`src/rtl/gol_pkg.sv`:
```
// Shared types and constants for the Life-like cellular automaton engine.
// Cell packing: bit x*HEIGHT+y holds cell (x,y).
package gol_pkg;

  typedef enum logic [1:0] {
    HALT = 2'd0,
    RUN  = 2'd1,
    DONE = 2'd2
  } state_t;

  localparam logic [8:0] LIFE_BIRTH   = 9'h008;
  localparam logic [8:0] LIFE_SURVIVE = 9'h00C;

  function automatic int cell_index(
    input int x,
    input int y,
    input int h
  );
    return x * h + y;
  endfunction

endpackage

```
`src/rtl/gol_cell_rule.sv`:
```
// Per-cell next-state: count live neighbours, then look up
// the birth or survive mask depending on the current state.
module gol_cell_rule (
  input  logic [7:0] i_nbr,
  input  logic       i_self,
  input  logic [8:0] i_birth,
  input  logic [8:0] i_survive,
  output logic       o_next
);

  logic [3:0] w_cnt;

  always_comb begin
    w_cnt = 4'd0;
    for (int i = 0; i < 8; i++) begin
      w_cnt = w_cnt + {3'd0, i_nbr[i]};
    end
  end

  assign o_next = i_self ? i_survive[w_cnt]
                         : i_birth[w_cnt];

endmodule

```
`src/rtl/gol_engine.sv`:
```
// Life-like grid engine: programmable B/S rules, wrap or dead edges,
// load handshake, run/step/halt control and still/period-2 detection.
module gol_engine
  import gol_pkg::*;
#(
  parameter int WIDTH  = 8,
  parameter int HEIGHT = 8,
  parameter int WRAP   = 1,
  parameter int CNT_W  = 16
) (
  input  logic                    clk,
  input  logic                    reset,
  input  logic                    load_valid,
  output logic                    load_ready,
  input  logic [WIDTH*HEIGHT-1:0] load_data,
  input  logic [8:0]              rule_birth,
  input  logic [8:0]              rule_survive,
  input  logic                    run,
  input  logic                    step,
  input  logic                    stop_on_still,
  input  logic [CNT_W-1:0]        gen_limit,
  output logic [WIDTH*HEIGHT-1:0] out,
  output logic [CNT_W-1:0]        gen_count,
  output logic                    gen_valid,
  output logic                    still,
  output logic                    osc2,
  output logic                    empty,
  output logic                    busy
);

  localparam int N = WIDTH * HEIGHT;

  logic [N-1:0]     r_grid;
  logic [N-1:0]     r_prev;
  logic [N-1:0]     w_next;
  logic [CNT_W-1:0] r_cnt;
  logic [CNT_W-1:0] w_cnt_inc;
  logic             r_still;
  logic             r_osc2;
  logic             r_gv;
  state_t           r_state;
  state_t           w_state_nxt;
  logic             w_load;
  logic             w_evolve;
  logic             w_same;
  logic             w_limit;

  for (genvar gx = 0; gx < WIDTH; gx++) begin : g_x
    for (genvar gy = 0; gy < HEIGHT; gy++) begin : g_y
      localparam int IDX = cell_index(gx, gy, HEIGHT);
      logic [7:0] w_nbr;

      // k walks the 3x3 window, skipping the centre cell.
      for (genvar k = 0; k < 8; k++) begin : g_n
        localparam int K9 = (k < 4) ? k : k + 1;
        localparam int NX = gx + K9 / 3 - 1;
        localparam int NY = gy + K9 % 3 - 1;
        localparam int WX = (NX + WIDTH) % WIDTH;
        localparam int WY = (NY + HEIGHT) % HEIGHT;
        localparam bit INSIDE = (NX >= 0) && (NX < WIDTH) &&
                                (NY >= 0) && (NY < HEIGHT);
        if (WRAP != 0) begin : g_wrap
          localparam int SRC = cell_index(WX, WY, HEIGHT);
          assign w_nbr[k] = r_grid[SRC];
        end else if (INSIDE) begin : g_in
          localparam int SRC = cell_index(NX, NY, HEIGHT);
          assign w_nbr[k] = r_grid[SRC];
        end else begin : g_out
          assign w_nbr[k] = 1'b0;
        end
      end

      gol_cell_rule u_rule (
        .i_nbr     (w_nbr),
        .i_self    (r_grid[IDX]),
        .i_birth   (rule_birth),
        .i_survive (rule_survive),
        .o_next    (w_next[IDX])
      );
    end
  end

  assign load_ready = (r_state != RUN);
  assign w_load     = load_valid & load_ready;
  assign w_evolve   = ~w_load &
                      (((r_state == RUN) & run) |
                       ((r_state == HALT) & step));

  assign w_cnt_inc = (&r_cnt) ? r_cnt : r_cnt + CNT_W'(1);
  assign w_same    = (w_next == r_grid);
  assign w_limit   = (gen_limit != '0) &&
                     (r_cnt + CNT_W'(1) == gen_limit);

  always_comb begin
    w_state_nxt = r_state;
    unique case (r_state)
      HALT: begin
        if (run) w_state_nxt = RUN;
      end
      RUN: begin
        if (!run) begin
          w_state_nxt = HALT;
        end else if ((stop_on_still && w_same) || w_limit) begin
          w_state_nxt = DONE;
        end
      end
      DONE: begin
        if (!run) w_state_nxt = HALT;
      end
      default: w_state_nxt = HALT;
    endcase
    if (w_load) w_state_nxt = HALT;
  end

  always_ff @(posedge clk or negedge reset) begin
    if (!reset) begin
      r_state <= HALT;
      r_grid  <= '0;
      r_prev  <= '0;
      r_cnt   <= '0;
      r_still <= 1'b0;
      r_osc2  <= 1'b0;
      r_gv    <= 1'b0;
    end else begin
      r_state <= w_state_nxt;
      r_gv    <= w_evolve;
      if (w_load) begin
        r_grid  <= load_data;
        r_prev  <= '0;
        r_cnt   <= '0;
        r_still <= 1'b0;
        r_osc2  <= 1'b0;
      end else if (w_evolve) begin
        r_grid  <= w_next;
        r_prev  <= r_grid;
        r_cnt   <= w_cnt_inc;
        r_still <= w_same;
        r_osc2  <= (w_next == r_prev);
      end
    end
  end

  assign out       = r_grid;
  assign gen_count = r_cnt;
  assign gen_valid = r_gv;
  assign still     = r_still;
  assign osc2      = r_osc2;
  assign empty     = (r_grid == '0);
  assign busy      = (r_state == RUN);

endmodule
```
`config.mk`:
```
export PLATFORM = sky130hd
export DESIGN_NAME = gol_engine
export DESIGN_NICKNAME = d
export VERILOG_FILES = /design/src/rtl/gol_pkg.sv /design/src/rtl/gol_cell_rule.sv /design/src/rtl/gol_engine.sv
export SDC_FILE = /design/constraint.sdc
export NUM_CORES = 1
export LEC_CHECK = 0
export CORE_UTILIZATION = 30
export DETAILED_ROUTE_END_ITERATION = 7
export SYNTH_ARGS = -nofsm -noshare
export SYNTH_HDL_FRONTEND = slang
export SYNTH_HIERARCHICAL = 1
export SYNTH_SLANG_ARGS = --single-unit
```
`constraint.sdc`:
```
create_clock -name clk -period 7.8 [get_ports clk]
set_input_delay 1.56 -clock clk [delete_from_list [all_inputs] [get_ports clk]]
set_output_delay 1.56 -clock clk [all_outputs]
set_load 0.1 [all_outputs]
```
# Word-level counts from Yosys, hierarchy flattened
# Index checks and enable logic that the tools add are counted.
[classes] div_mod_pow=0 magnitude_cmp=64 multipliers=0 n_mux=337 shifts=0 add_sub_neg=449 n_eq_ne=10 n_bitwise=6 reduce_logical=10
[op_table] operator="4-bit by 1-bit adder with 4-bit output" count=384
[op_table] operator="1-bit binary-select mux with 4-bit select" count=128
[op_table] operator="4-bit by 5-bit < comparator with 1-bit output, second input constant" count=64
[op_table] operator="64-bit two-way mux" count=4
[op_table] operator="1-bit two-way mux" count=196
[op_table] operator="1-bit by 1-bit adder with 2-bit output" count=64
[op_table] operator="64-bit equality test" count=2
[op_table] operator="64-bit zero test" count=1
[op_table] operator="16-bit two-way mux" count=3
[op_table] operator="16-bit by 1-bit adder with 16-bit output, second input constant" count=1
[op_table] operator="16-bit equality test" count=1
[op_table] operator="16-bit AND reduction" count=1
[op_table] operator="16-bit nonzero test" count=1
[op_table] operator="2-bit two-way mux" count=5
[op_table] operator="3-bit != test, second input constant" count=2
[op_table] operator="2-bit one-hot mux with 3 select lines" count=1
[op_table] operator="1-bit AND" count=4
[op_table] operator="4-bit by 2-bit != test with 1-bit output, second input constant" count=1
[op_table] operator="3-bit AND reduction" count=1
[op_table] operator="2-bit by 1-bit equality test with 1-bit output, second input constant" count=1
[op_table] operator="2-bit equality test, second input constant" count=1
[op_table] operator="1-bit logical AND" count=2
[op_table] operator="2-bit zero test" count=1
[op_table] operator="2-bit by 1-bit != test with 1-bit output, second input constant" count=1
[op_table] operator="6 further kinds" count=6
[totals] out_inout_bits=86 ramBits=0 regBits=149 memories=0 rom_bits=0 latch_bits=0

# Depth between registers and ports, before layout
[depth] depth_word=17 depth_mapped=18

# By module
# Netlist, hierarchy kept.
[modules_own_cells] module="gol_cell_rule at g_x[0].g_y[0].u_rule ..." instances=40 seq_area_each_um2=0.0 area_per_inst_um2=345.3 cells_each=30
[modules_own_cells] module="gol_engine" instances=1 seq_area_each_um2=3728.6 area_per_inst_um2=8054.0 cells_each=762
[modules_own_cells] module="gol_cell_rule at g_x[1].g_y[4].u_rule ..." instances=18 seq_area_each_um2=0.0 area_per_inst_um2=352.8 cells_each=33
[modules_own_cells] module="gol_cell_rule at g_x[1].g_y[3].u_rule ..." instances=6 seq_area_each_um2=0.0 area_per_inst_um2=354.1 cells_each=35

# Worst setup path after synthesis
# OpenSTA, ideal clock, no wires.
[synth_timing] path_kind="register to register" startpoint="reg r_grid[53] (netlist: out[53])" endpoint="reg r_state[0]" path_buffers=1 required_time_ps=7682 setup_slack_ps=1684 path_stages_with_launch=19 t_arrival_ps=5998 setup_ps=118 cell_sequence="dfrtp_1 -> inv_1 -> fa_1 -> fa_1 -> fa_1 -> inv_1 -> ha_1 -> fa_1 -> clkbuf_2 -> mux4_1 -> mux2_2 -> a21oi_2 -> a31oi_1 -> xor2_1 -> nor4_1 -> nand4_1 -> nor4_1 -> a21oi_1 -> a21o_1"
[synth_via] elab_chain_cells=15
[synth_lines] item="start: declaration" line="gol_engine.sv:33" rtl="logic [N-1:0] r_grid;"
[synth_lines] item="start signal: assignment" line="gol_engine.sv:128" rtl="r_grid <= load_data;"
[synth_lines] item="start signal: assignment" line="gol_engine.sv:134" rtl="r_grid <= w_next;"
[synth_lines] item="1-bit by 1-bit adder with 2-bit output (*)" line="gol_cell_rule.sv:16" rtl="w_cnt = w_cnt + {3'd0, i_nbr[i]};"
[synth_lines] item="4-bit by 1-bit adder with 4-bit output (*) (6 in series)" line="gol_cell_rule.sv:16"
[synth_lines] item="1-bit binary-select mux with 4-bit select, on equally long branches" line="gol_cell_rule.sv:21, gol_cell_rule.sv:20"
[synth_lines] item="1-bit two-way mux, on equally long branches" line="gol_cell_rule.sv:21, gol_cell_rule.sv:20"
[synth_lines] item="1-bit two-way mux (*)" line="gol_cell_rule.sv:20" rtl="assign o_next = i_self ? i_survive[w_cnt]"
[synth_lines] item="named net w_next[62]" line="gol_engine.sv:35" rtl="logic [N-1:0] w_next;"
[synth_lines] item="64-bit equality test (*)" line="gol_engine.sv:90" rtl="assign w_same = (w_next == r_grid);"
[synth_lines] item="1-bit logical AND (*)" line="gol_engine.sv:103" rtl="end else if ((stop_on_still && w_same) || w_limit) begin"
[synth_lines] item="1-bit logical OR (*)" line="gol_engine.sv:103"
[synth_lines] item="4-bit by 2-bit != test with 1-bit output (no source line) (*)"
[synth_lines] item="3-bit AND reduction (no source line) (*)"
[synth_lines] item="end signal: assignment" line="gol_engine.sv:125" rtl="r_state <= w_state_nxt;"
[synth_lines] item="end: declaration" line="gol_engine.sv:41" rtl="state_t r_state;"
# The timed path passes the listed nets; every way through them passes the cells marked *. The select of a mux whose other input is x is not followed.
# A chain may end at the register's enable or synchronous reset.

# Final worst setup path
[layout_timing] startpoint="reg r_grid[24] (netlist: out[24])" endpoint="reg r_state[0]"
# Same word-level chain as after synthesis.

==> reports/metrics.yaml <==
hold_path:
  hold_depth: 1
  whs_endpoint: "r_prev[14]"
  min_path_type: "flip-flop to flip-flop"
  min_from: "r_prev[14]"
cells_and_area:
  nFillCells: 10095
  drive_above_1_share_pct: 10.8
  final_cell_mix: "inv_1, mux4_1, fa_1"
  antenna_cells: 0
  multi_input_area_um2: 23200
  final_common_cell: "inv_1"
  nets: 3523
  seq_area_um2: 3730
  area_growth_pct: 14.4
sta:
  fin_tns_setup_ns: 0
  setup-violations-final: 0
  max_freq_mhz: 143
  worstMarginPinSlew_ns: 1.16
  rsz0062_at_grt: "no"
  finalMaxSlewViolations: 0
  finalCritPeriodShare_pct: 89.8
  slew_headroom_pct: 22.1
  final_hold_viol_count: 0
  finalCriticalPeriod_ns: 7.01
  clock_skew_ns: 0.0184
worst_setup_path:
  critPathArrivalTime_ns: 7.39
  r2r-start: "out[24]"
  start_kind: "flip-flop"
  r2r_end: "r_state[0]"
  reg2reg_depth: 18
  cp-end-kind: "flip-flop"
  rrSetupSlack_ns: 0.79
  cp.required_ns: 8.18
  criticalPathCategory: "flip-flop to flip-flop"
  cp_max_fo: 15
logic_synthesis:
  synthFlopType: "dfrtp_1"
  ys_seq_area_share_pct: 12.3
  ys_ff_latch: 149
  synth_area_leader_cell: "mux4_1"
  synth_nets: 3319
  synth_edf_count: 0
  syn_inst: 2766
  synthSimpleGateAreaFrac_pct: 6.22
  synth_compound_area_share_pct: 8.56
  synth_top_family_by_area: "multiplexers"
  synthXorXnorAreaFrac_pct: 5.69
  synthAdderAreaFrac_pct: 24.8
  synth_cell_types: 67
  syn_area_per_cell_um2: 11.0
  synth_top_area_share_pct: 22.2
  synth.top_cells.by_area: "mux4_1, fa_1, dfrtp_1"
  synthMuxAreaShare_pct: 31.0
  yosysWarnings: 6
  syn_area_um2: 30300
  async_flop_share_pct: 100
floorplan:
  io_pins: 190
  die_h_um: 320
  core_area_um2: 100000
  initial_utilization_pct: 30.3
  row_count: 116
  die_area_um2: 102000
  die_x_um: 320
placement:
  portBuffers: 189
  gp_congestion: 0.935
  dpl.hpwl_mm: 78.7
clock_network:
  path_clk_slew_ns: 0.08
  ctsLongestPathBuffers: 2
  cts.repair.resized: 0
  clk_latency_ns: 0.51
  hold_buffers: 0
  clk_root_buffer_cell: "clkbuf_16"
  cts_num_sinks: 149
  tritoncts: "done"
  h-tree-depth: 4
  cts_made_buffers: 17
  post_cts_buffers: 0
routing:
  drc: 7
  post_drt_wl_per_cell_um: 26.6
  drt_iter0_drc: 2757
  vias_per_cell: 5.84
  firstDrtPassIters: 8
  routed_wl_mm: 114
  num_vias: 24986
  detail-route-antenna-nets: 0
run_status:
  violations: "DRC"
  status: "finished, violations left"
global_routing:
  grt_pass1_wl_mm: 168
  antenna_found_initial: 3
  grt-ovfl-total: 0
  grt_pass1_vias: 24858
  grt_use_total_pct: 22.1
  grt_start_max_net_pins: 131
flow_run:
  drv_cap: 0
## per-stage QoR
| step | utilization (%) | area (µm²) | worst slack [ns] | cells | hold slack, ns |
|---|---|---|---|---|---|
| after floorplan | - | 30300 | 1.68 | 2766 | 0.466 |
| after global placement | 34.1 | 34200 | 1.01 | 4249 | 0.486 |
| after detailed placement | 34.1 | 34200 | 0.874 | 4249 | 0.489 |
| after CTS | 34.7 | 34700 | 0.849 | 4281 | 0.508 |
| after global routing | 34.7 | 34700 | 0.535 | 4281 | 0.523 |
| final | 34.7 | 34700 | 0.792 | 4281 | 0.517 |
## flip-flops by register name, indices dropped and copies added (netlist names)
signal and cells:
osc2 1, still 1, r_prev 64, gen_count 16, gen_valid 1, r_state 2
out 64
## area by class of cell
cell class,count,share of cell area [%]
Inverter,776,8.40
Timing Repair Buffer,299,7.79
Multi-Input combinational cell,1727,66.8
Sequential cell,149,10.7
Tap cell,1298,4.68
Clock buffer,20,1.32
Clock inverter,12,0.313
## synthesized netlist by cell type, drive strengths merged, types with 2 or more instances
master / instances
xnor2: 64
a21o: 60
mux2: 88
a21oi: 25
a31oi: 29
buf: 17
nand2b: 3
a2111oi: 2
o22ai: 2
o41ai: 8
nor2: 42
o21ai: 22
dfrtp: 149
and2: 10
nor4: 50
inv: 776
a41o: 2
a222oi: 64
nor3b: 22
nand3: 16
clkbuf: 97
ha: 193
o31ai: 9
fa: 256
xor2: 133
nand2: 84
nor4b: 41
a311oi: 18
and4: 3
and3: 4
a22o: 68
mux2i: 65
nand4: 26
o311ai: 2
mux4: 296
nor2b: 2
## critical path, cell delays in order, from the launching register on
cell      delay (ns)
dfrtp_1         1.04
inv_1           0.17
fa_1            0.60
fa_1            0.44
fa_1            0.49
inv_1           0.04
ha_1            0.20
fa_1            0.62
mux4_1          0.19
mux2_2          0.15
nor3b_2         0.04
a311oi_1        0.67
xor2_1          0.14
nor4_1          0.52
nand4_1         0.32
nor4_1          0.77
buf_4           0.24
a21oi_1         0.06
a21o_1          0.17
## layer usage
layer	up-vias	wire length (µm)	GRT usage, %
li1	10375	-	-
met1	12842	46600	30.5
met2	1535	51500	34.5
met3	234	11800	4.62
met4	0	4020	6.98
met5	-	0	0
## how the worst max path moves through the flow
| stage | cells past startpoint | to | startpoint | slack [ns] |
|---|---|---|---|---|
| floorplan | 18 | r_state[0] | out[53] | 1.68 |
| global placement | 18 | r_state[0] | out[24] | 1.01 |
| detailed placement | 18 | r_state[0] | out[24] | 0.87 |
| CTS | 18 | r_state[0] | out[24] | 0.85 |
| global route | 18 | r_state[0] | out[24] | 0.54 |
| finish | 18 | r_state[0] | out[24] | 0.79 |
## kinds of logic (layout without fill, tap and decap cells)
logic type               count (synthesis)  count (layout)
AO/OA/AOI/OAI                          321             321
XOR/XNOR                               197             197
adder cells (fa/ha/maj)                449             449
buffers and inverters                  890            1107
flip-flops                             149             149
multiplexers                           449             449
AND/OR/NAND/NOR                        311             311
Power is not shown: default switching activity piles up to over one toggle a cycle in this logic, so the estimate is an artifact.
==> edit 1 (same flow settings) <==
Put one more register stage on the output `gen_count`, with the module's reset. The value now appears one clock later. The other outputs are not delayed to match.
--- a/src/rtl/gol_engine.sv
+++ b/src/rtl/gol_engine.sv
@@ -143,3 +143,9 @@
   assign out       = r_grid;
-  assign gen_count = r_cnt;
+  always_ff @(posedge clk or negedge reset) begin
+    if (!reset) begin
+      gen_count <= '0;
+    end else begin
+      gen_count <= r_cnt;
+    end
+  end
   assign gen_valid = r_gv;
Behaviour: not the same (Yosys sat finds a counterexample within 4 cycles, from zero or initial values and one cycle with reset low).
==> edit 1 against the unedited design <==
Sequential cell count up 16. Area after synthesis up 0.92%. Fmax up 1.8%. Critical path depth unchanged. Worst setup slack better by 120 ps. First-iteration DRC count up 1.5%. Via count down 0.85%. Design area up 1.2%. Sequential share of layout area up 1.0 points. Wire length down 0.90%. Critical path type unchanged.
Power is left out: the tool's default activity adds up to more than one toggle a clock period on the data nets, which glitch-free logic cannot reach.
==> edit 1: results (changes against the unedited design) <==
** Placed design
- The placer's final routability congestion estimate is 0.920 (-1.6%).
- The setup slack after placement is 1030 ps (+161 ps).
- The number of cells in the design after placement was 4313 (+1.5%).
- Placed standard-cell area :: 34500 um^2 (+1.0%)

** Logic synthesis
- Xor/xnor share of the synthesized area :: 0.0575 (+0.000628)
- Cell variety after synth :: 59 (-12%)
- The post-synthesis instance total came to 2767 (+0.036%).
- Mux share of post-synthesis cell area :: 0.308 (-0.00278)
- The sequential element share of the synthesized area was 0.135 (+0.0120).
- Net count after synthesis :: 3320 (+0.030%)
- Adder and majority cell fraction of the synthesized area :: 0.246 (-0.00225)
- Synth Area in Compound Gates :: 0.0811 (-0.00449)

** Setup path
- The arrival time at the worst endpoint came to 7260 ps (-130 ps).
- Critical R2R Launch :: out[50]

** Timing
- The final hold slack came to 465 ps (-51.5 ps).
- The final worst clock skew is 16.5 ps (-1.92 ps).

** Drt
- The detailed-route vias per instance was 5.70 (-2.3%).
- Final Routed Wirelength :: 113000 um (-0.90%)
- The routed length on met3 was 11600 um (-1.8%).
- DRT Pass-1 Iters :: 7 (-1)
- Via count :: 24.8k (-0.85%)
- The routed length on met1 was 46300 um (-0.71%).
- The met2 wire length is 50900 um (-1.1%).

** Run status
- The run finished with clean final reports.

** Global routing
- The overall fraction of global-route tracks in use was 0.218 (-0.00296).
- Met1 Resource Use GR :: 0.295 (-0.00928)
- Routing usage on met2 :: 0.340 (-0.00438)

** Hold path
- For hold timing, the worst endpoint is gen_count[1].
- The worst hold path begins at r_cnt[1].

** Finish
- Fraction of final layout cells with drive strength greater than 1 :: 0.108 (+0.000153)
- Net count of the finished layout :: 3528 (+0.14%)
[edit 1: cell types whose count changed after synthesis, sizes merged, moves of 3 or more]
cell and delta:
a22o -3, a31oi -3, buf -4, dfrtp +16
nand2 -3, nor2b +6, nor4 -6, o21bai +3
[edit 1: worst max-delay path, stage by stage, from the launching register on]
cell     delay (ps)
dfrtp_1         910
inv_1           140
fa_1            550
fa_1            420
fa_1            480
inv_1            40
ha_1            200
fa_1            650
mux4_1          600
mux2_2          300
a21oi_2         120
a31oi_1         240
xor2_1          240
nor4_1          450
nand4_1         200
nor4_1          760
buf_4           250
and2_1          120
o31ai_1          70
[edit 1: worst max path at each step]
| stage | startpoint | endpoint | cells after the start |
|---|---|---|---|
| global route | out[50] | r_state[0] | 18 |
| global placement | out[50] | r_state[0] | 18 |
| CTS | out[50] | r_state[0] | 18 |
| floorplan | out[53] | r_state[0] | 18 |
| detailed placement | out[50] | r_state[0] | 18 |
| finish | out[50] | r_state[0] | 18 |
[edit 1: layout make-up]
| cell class | instances | area, um^2 |
|---|---|---|
| Fill cell | 10075 | 65500 |
| Multi-Input combinational cell | 1717 | 23100 |
| Sequential cell | 165 | 4130 |
| Inverter | 774 | 2910 |
| Timing Repair Buffer | 300 | 2690 |
| Tap cell | 1357 | 1700 |
| Clock buffer | 17 | 425 |
| Clock inverter | 15 | 184 |
| Antenna cell | 1 | 2.50 |
[edit 1: cell families after synthesis]
| kind of cell | Yosys count |
|---|---|
| AOI/OAI and AO/OA | 307 |
| muxes | 449 |
| buffers and inverters | 885 |
| DFF | 165 |
| xor gates and xnor gates | 201 |
| adders and majority gates | 449 |
| and+or+nand+nor | 311 |
==> edit 2 (config.mk and constraints unchanged) <==
Made on the original files. Set the parameter `WRAP` to 0 (it was 1).
--- a/src/rtl/gol_engine.sv
+++ b/src/rtl/gol_engine.sv
@@ -7,3 +7,3 @@
   parameter int HEIGHT = 8,
-  parameter int WRAP   = 1,
+  parameter int WRAP   = 0,
   parameter int CNT_W  = 16
Function: changed (Yosys sat finds a counterexample within 4 cycles, from zero or initial values and one cycle with reset low).
==> edit 2 against the unedited design <==
Fmax decreased by 0.72%. Wire length decreased by 6.4%. Sequential cell count unchanged. Critical path depth decreased by 1. Critical endpoint unchanged. Design area increased by 0.55%. Worst setup slack got worse by 51 ps. Clock skew decreased by 0.73 ps. Via count decreased by 0.94%. Core utilization increased by 0.19 points. Area after synthesis about the same.
Power is left out: the tool's default activity adds up to more than one toggle a clock period on the data nets, which glitch-free logic cannot reach.
==> edit 2: results (changes against the unedited design) <==
** Timing
- Clock skew after layout :: 17.7 ps (-0.732 ps)
- The share of the clock period used by the worst path was 0.905 (+0.00650).
- Worst Max-Slew Pin Slew :: 1410 ps (+248 ps)

** Global routing
- Number of global-route vias before repair :: 24.9k (+0.024%)
- Maximum number of pins on one net before global-route repair :: 72 (-45%)
- The met1 demand-to-capacity share in global routing is 0.290 (-0.0140).
- GRT Resource Usage Total :: 0.206 (-0.0145)
- Global-route wire length before repair :: 160000 um (-4.7%)
- Number of antenna violations at the first check in global routing :: 4 (+1)

** Setup path
- Critical R2R Launch :: out[51]
- The worst reg2reg path depth was 17 (-1).
- Data arrival time at the worst-slack endpoint :: 7410 ps (+20 ps)
- Worst-path cell with the longest stage delay :: nor4_1

** Drt
- The detailed-route vias per instance is 5.69 (-2.5%).
- Met2 layer wire length in the routed design :: 47600 um (-7.6%)
- After detailed routing, no signal wire sits above met5.
- Routed length per placed instance :: 24.5 um (-7.9%)
- The number of iterations in the first detailed-routing pass is 7 (-1).

** Finish
- Fraction of area in multi-input gates :: 0.674 (+0.00617)
- Layout filler cell count :: 10.1k (-0.29%)
- The non-clock buffering overhead in the final layout came to 0.0718 (-0.00602).
- The proportion of cell area spent on the clock network is 0.0175 (+0.00116).
- Clock buffers :: 21 (+5.0%)

** Logic synthesis
- The share of synthesized area spent on multiplexers is 0.310 (about the same).
- The area share of xor/xnor cells in the synthesized design is 0.0569 (about the same).
- Adder and majority cell fraction of the synthesized area :: 0.248 (about the same)
- Synth Area in Compound Gates :: 0.0856 (about the same)

** Run status
- The flow ran to the end, and the final reports show no timing, DRC or antenna violations.

** Placed design
- The placer's final routability congestion estimate came to 0.973 (+4.1%).
- HPWL reported at the end of detailed placement :: 73000 um (-7.2%)
edit 2: kinds of logic (layout without fill, tap and decap cells):
logic type               after synthesis  after routing
XOR/XNOR                             197            197
multiplexers                         449            449
other                                  1             92
flip-flops                           149            149
buffers and inverters                890           1085
AND/OR/NAND/NOR                      311            311
AO/OA/AOI/OAI                        321            321
adder cells (fa/ha/maj)              449            449
edit 2: how the worst max path moves through the flow:
stage,from,end,slack (ps),depth (start not counted)
2_1_floorplan,out[53],r_state[0],1720,18
3_3_place_gp,out[51],r_state[0],940,17
3_5_place_dp,out[51],r_state[0],940,17
4_1_cts,out[51],r_state[0],880,17
5_1_grt,out[51],r_state[0],510,17
6_report,out[51],r_state[0],740,17
edit 2: per-stage QoR:
step	setup WS, ps	util	instances	hold slack, ps	area, um^2
after floorplan	1720	-	2858	466	30700
after global placement	945	0.343	4319	487	34300
after detailed placement	940	0.343	4319	494	34300
after CTS	882	0.349	4351	510	34900
after global routing	507	0.349	4351	532	34900
final	742	0.349	4351	514	34900
